File: src/rtl/pipeline_hazard_ctrl.sv
// pipeline_hazard_ctrl: load-use/branch/mem-wait/halt control for the 5-stage pipe (hazard inputs in, stall/nop/WEN controls and perf counters out)
module pipeline_hazard_ctrl #(
  parameter int CNT_W = 32
) (
  input  logic             CLK,
  input  logic             RST,
  input  logic [4:0]       Rs1_D,
  input  logic [4:0]       Rs2_D,
  input  logic             Rs1Used_D,
  input  logic             Rs2Used_D,
  input  logic [4:0]       Rdst_E,
  input  logic             RegWrEn_E,
  input  logic             IsLoad_E,
  input  logic             BrTaken_E,
  input  logic             halt_D,
  input  logic             halt_W,
  input  logic             MemBusy_M,
  output logic             PC_WEN,
  output logic             IFID_stall,
  output logic             IFID_nop,
  output logic             IDEX_stall,
  output logic             IDEX_nop,
  output logic             EXMEM_WEN,
  output logic             MEMWB_WEN,
  output logic             Halted,
  output logic [CNT_W-1:0] CycleCnt,
  output logic [CNT_W-1:0] StallCnt,
  output logic [CNT_W-1:0] FlushCnt
);
  typedef enum logic [1:0] {RUN, MEMWAIT, DRAIN, HALTED} state_t;
  state_t state, state_nxt;
  logic drain_pend, drain_pend_nxt;
  logic lu, freeze, br_sq, lu_st, drn, stall_ev;
  assign lu = IsLoad_E && !RegWrEn_E && (Rdst_E != 5'd0) &&
              ((Rs1Used_D && Rs1_D == Rdst_E) || (Rs2Used_D && Rs2_D == Rdst_E));
  always_ff @(posedge CLK) begin
    if (RST) begin
      state      <= RUN;
      drain_pend <= 1'b0;
    end else begin
      state      <= state_nxt;
      drain_pend <= drain_pend_nxt;
    end
  end
  always_comb begin
    state_nxt      = state;
    drain_pend_nxt = drain_pend;
    case (state)
      RUN:     state_nxt = MemBusy_M ? MEMWAIT : (halt_D && !BrTaken_E) ? DRAIN : RUN;
      MEMWAIT: begin
        state_nxt      = MemBusy_M ? MEMWAIT : drain_pend ? DRAIN : RUN;
        drain_pend_nxt = MemBusy_M && drain_pend;
      end
      DRAIN:   begin
        state_nxt      = MemBusy_M ? MEMWAIT : halt_W ? HALTED : DRAIN;
        drain_pend_nxt = MemBusy_M;
      end
      HALTED:  state_nxt = HALTED;
    endcase
  end
  always_comb begin
    Halted     = !RST && state == HALTED;
    freeze     = !RST && (state == HALTED || MemBusy_M);
    br_sq      = !RST && !freeze && BrTaken_E;
    lu_st      = !RST && !freeze && !BrTaken_E && lu;
    drn        = !RST && !freeze && !BrTaken_E && !lu && (state == DRAIN || (state == RUN && halt_D));
    stall_ev   = lu_st || (!RST && MemBusy_M && state != HALTED);
    PC_WEN     = freeze || lu_st || drn;
    IFID_stall = freeze || lu_st;
    IFID_nop   = br_sq || drn;
    IDEX_stall = freeze;
    IDEX_nop   = br_sq || lu_st;
    EXMEM_WEN  = freeze;
    MEMWB_WEN  = freeze;
  end
  always_ff @(posedge CLK) begin
    if (RST) begin
      CycleCnt <= '0;
      StallCnt <= '0;
      FlushCnt <= '0;
    end else begin
      CycleCnt <= CycleCnt + CNT_W'(state != HALTED);
      StallCnt <= StallCnt + CNT_W'(stall_ev);
      FlushCnt <= FlushCnt + CNT_W'(br_sq);
    end
  end
endmodule

File: config.mk
export PLATFORM = sky130hd
export DESIGN_NAME = pipeline_hazard_ctrl
export DESIGN_NICKNAME = d
export VERILOG_FILES = /design/src/rtl/pipeline_hazard_ctrl.sv
export SDC_FILE = /design/constraint.sdc
export NUM_CORES = 1
export LEC_CHECK = 0
export CORE_AREA = 2 2 113 115
export CTS_CLUSTER_DIAMETER = 80
export CTS_CLUSTER_SIZE = 14
export DETAILED_ROUTE_END_ITERATION = 10
export DIE_AREA = 0 0 115 117
export GPL_TIMING_DRIVEN = 0
export PLACE_DENSITY = 0.79
export SETUP_SLACK_MARGIN = 0.3
export SLEW_MARGIN = 15
export SYNTH_ARGS = -nofsm -noshare
export SYNTH_HDL_FRONTEND = slang
export SYNTH_SLANG_ARGS = --single-unit
File: constraint.sdc
create_clock -name CLK -period 3.6 [get_ports CLK]
set_input_delay 0.72 -clock CLK [delete_from_list [all_inputs] [get_ports CLK]]
set_output_delay 0.72 -clock CLK [all_outputs]
set_load 0.02 [all_outputs]
==> flow_metrics.env <==
export IMPL_status="finished, final reports clean"
export IMPL_critPathLaunchType="primary input"
export IMPL_synth_xor_area_share=0.159
export IMPL_critPathMaxStageDelay_ns=0.42
export IMPL_multi_input_area_um2=2690
export IMPL_dieWidth_um=115
export IMPL_skew_ns=0.00882
export IMPL_r2r_setup_slack_ns=1.00
export IMPL_cp_num_buf_inv=2
export IMPL_start_util=0.393
export IMPL_setup_viol=0
export IMPL_synthFlopType="dfxtp_1"
export IMPL_min_from="CycleCnt[8]"
export IMPL_cp_required_ns=3.82
export IMPL_grt_pass1_vias=4115
export IMPL_p_leak_nw=2.36
export IMPL_place_ws_ns=-0.179
export IMPL_cts_buffers=9
export IMPL_drc=0
export IMPL_rr_startpoint="state[0]"
export IMPL_synth_largest_area_cell="dfxtp_1"
export IMPL_critPathMaxFanout=5
export IMPL_io_pins=129
export IMPL_slew_headroom=0.623
export IMPL_r2r_cells=10
export IMPL_clock_latency_ns=0.35
export IMPL_via_per_inst=5.15
export IMPL_synth_area_leaders="dfxtp_1, xnor2_1, nor2_1"
export IMPL_htree_levels=3
export IMPL_grt_max_degree=17
export IMPL_power_total_mw=2.19
export IMPL_nets=726
export IMPL_grt_setup_unrepaired="yes"
export IMPL_synthArstFlopShare=0
export IMPL_ys_ff_latch=99
export IMPL_ir_worst_vdd_v=0.000226
export IMPL_gp_congestion=0.826
export IMPL_crit_arrival_ns=3.42
export IMPL_hold_viol_final=0
export IMPL_synth_compound_area_frac=0.0427
export IMPL_grt_pass1_wl_um=19600
export IMPL_std_cell_rows=41
export IMPL_antenna_found_initial=0
export IMPL_synth_top_family_by_area="simple AND/OR/NAND/NOR gates"
export IMPL_cts_sinks=99
export IMPL_cp_top_family="simple AND/OR/NAND/NOR gates"
export IMPL_antenna_cells=0
export IMPL_post_drt_wl_per_cell_um=14.8
export IMPL_drtIter0Drc=253
export IMPL_ys_warn_count=0
export IMPL_cp_startpoint="Rs1_D[1]"
export IMPL_antenna_left=0
export IMPL_cts_tree="done"
export IMPL_fmax_ghz=0.312
export IMPL_post_route_cell_area_um2=6690
export IMPL_vias=4353
export IMPL_seqCellArea_um2=1980
export IMPL_totalWireLength_um=12500
export IMPL_design_core_area_um2=12300
export IMPL_regToRegEndpoint="FlushCnt[30]"
export IMPL_crit_chain="clkdlybuf4s50_1 -> xnor2_1 -> nand4_1 -> o22ai_2 -> a31oi_1 -> nor3_1 -> ha_2 -> ha_4 -> and2_1 -> nand4_1 -> buf_2 -> nor3_1 -> xnor2_1 -> nor2_1"
export IMPL_dieArea_um2=13500
export IMPL_synthSimpleGateAreaFrac=0.316
export IMPL_syn_num_nets=582
export IMPL_io_buffer_count=128
export IMPL_dpl_instance_area_um2=6300
export IMPL_synth_edf_count=0
export IMPL_cts_max_path_buffers=2
export IMPL_maxCapViolations=0
export IMPL_path_clk_slew_ns=0.07
export IMPL_critPathKind="in -> reg"
export IMPL_min_path_type="reg -> reg"
export IMPL_grt_overflow_total=0
export IMPL_synth_adder_area_share=0.0285
export IMPL_synth_cell_area_um2=4830
export IMPL_grtUsageTotal=0.182
export IMPL_tightest_slew_ns=0.565
export IMPL_fin_ws_ns=0.399
export IMPL_synth_top_cell_area_share=0.410
export IMPL_synth_yosys_seq_area_share=0.410
export IMPL_die_height_um=117
export IMPL_min_delay_path_depth=2
export IMPL_hpwl_um=9200
export IMPL_synthMuxAreaShare=0
export IMPL_drt_pass1_iter_count=4
export IMPL_worst_setup_path_end_kind="flip-flop"
export IMPL_postSynthAreaPerCell_um2=8.85
export IMPL_syn_inst=546
export IMPL_hold_buffers=0
export IMPL_whs_endpoint="CycleCnt[8]"
export IMPL_crit_slowest_cell="clkdlybuf4s50_1"
export IMPL_powerDensity_nw_per_um2=327
export IMPL_synth_cell_types=46
export IMPL_nFillCells=1117
export IMPL_drive_above_1_share=0.0964
export IMPL_synthToLayoutAreaGrowth_pct=38.5
export IMPL_post_route_period_util=0.889
export IMPL_clockRootBuffer="clkbuf_16"
export IMPL_postLayoutCoreUtil=0.544
export IMPL_drv_slew=0
export IMPL_period_needed_ns=3.20
[cell usage in the layout, fill, tap and decap left out, drive strengths merged, types with 15 or more instances in the layout]
master / netlist / routed
nand2: 32 / 32
clkbuf: 10 / 22
dfxtp: 99 / 99
inv: 21 / 22
nand3: 28 / 28
nor2: 93 / 93
xnor2: 59 / 59
xor2: 29 / 29
buf: 13 / 18
clkdlybuf4s50: 0 / 117
nor3: 26 / 26
o21ai: 15 / 15
a21oi: 16 / 16
nand4: 23 / 23
[what timing repair did]
action                     CTS  global route
buffers inserted             0             4
gates resized for setup      9            13
cloned                       0             1
pin swaps                    0             8
setup endpoints to repair   12            17
[synthesized netlist by cell type (all sizes together), types with 4 or more instances]
library cell / n
xnor2: 59
inv: 21
and4: 13
dfxtp: 99
buf: 13
o21ai: 15
ha: 11
nor2b: 7
nand2: 32
xor2: 29
nor3: 26
and3: 8
and2: 4
or3: 14
nor2: 93
nand4: 23
clkbuf: 10
nand3: 28
a21oi: 16
nor4: 12
[worst register-to-register path, delay by kind of cell (launching register included)]
family / cells / cell delay, ns
flops: 1 / 0.34
simple gates: 6 / 1.27
fa+ha+maj: 3 / 0.69
xor+xnor: 1 / 0.17
[sequential cells by signal, summed over array words and instances, names as in the netlist]
name and flops:
drain_pend 1, state 2, StallCnt 32, CycleCnt 32
FlushCnt 32
[cell families (layout without fill, tap and decap cells)]
group	Yosys count	in the layout
and+or+nand+nor	266	266
DFF	99	99
xor gates and xnor gates	88	88
buffers and inverters	44	193
AOI/OAI and AO/OA	38	38
adders and majority gates	11	11
[power breakdown]
part / switching, mW / total [mW] / internal [mW]
logic: 0.0699 / 0.137 / 0.0669
registers: 0.00673 / 1.11 / 1.10
clock network: 0.429 / 0.941 / 0.512
total: 0.505 / 2.19 / 1.68
[how the worst max path moves through the flow]
stage | endpoint | slack (ns) | cells past startpoint
final | StallCnt[28] | 0.40 | 14
after CTS | PC_WEN | 0.29 | 7
after global placement | StallCnt[30] | -0.12 | 14
after detailed placement | StallCnt[30] | -0.18 | 14
after global routing | StallCnt[30] | 0.28 | 14
after floorplan | StallCnt[28] | 0.72 | 13
[routing by layer]
layer | GRT usage | vias to the layer above | share of wire
li1 | - | 2136 | -
met1 | 0.228 | 2065 | 0.44
met2 | 0.307 | 138 | 0.49
met3 | 0.0335 | 14 | 0.056
met4 | 0.0819 | 0 | 0.017
met5 | 0 | - | 0
[area by class of cell]
class                           count  area share
Sequential cell                    99       0.296
Clock inverter                      4     0.00505
Tap cell                          150      0.0280
Timing Repair Buffer              133       0.199
Buffer                             23      0.0202
Multi-Input combinational cell    403       0.402
Clock buffer                       12      0.0383
Inverter                           21      0.0118
[through the flow]
stage	instances	hold WS, ns	TNS (ns)
after CTS	840	0.521	0
after global routing	845	0.559	0
after detailed placement	824	0.510	-1.26
after floorplan	546	0.484	0
final	845	0.525	0
after global placement	824	0.483	-0.586
Power figures use the tool's default switching activity.
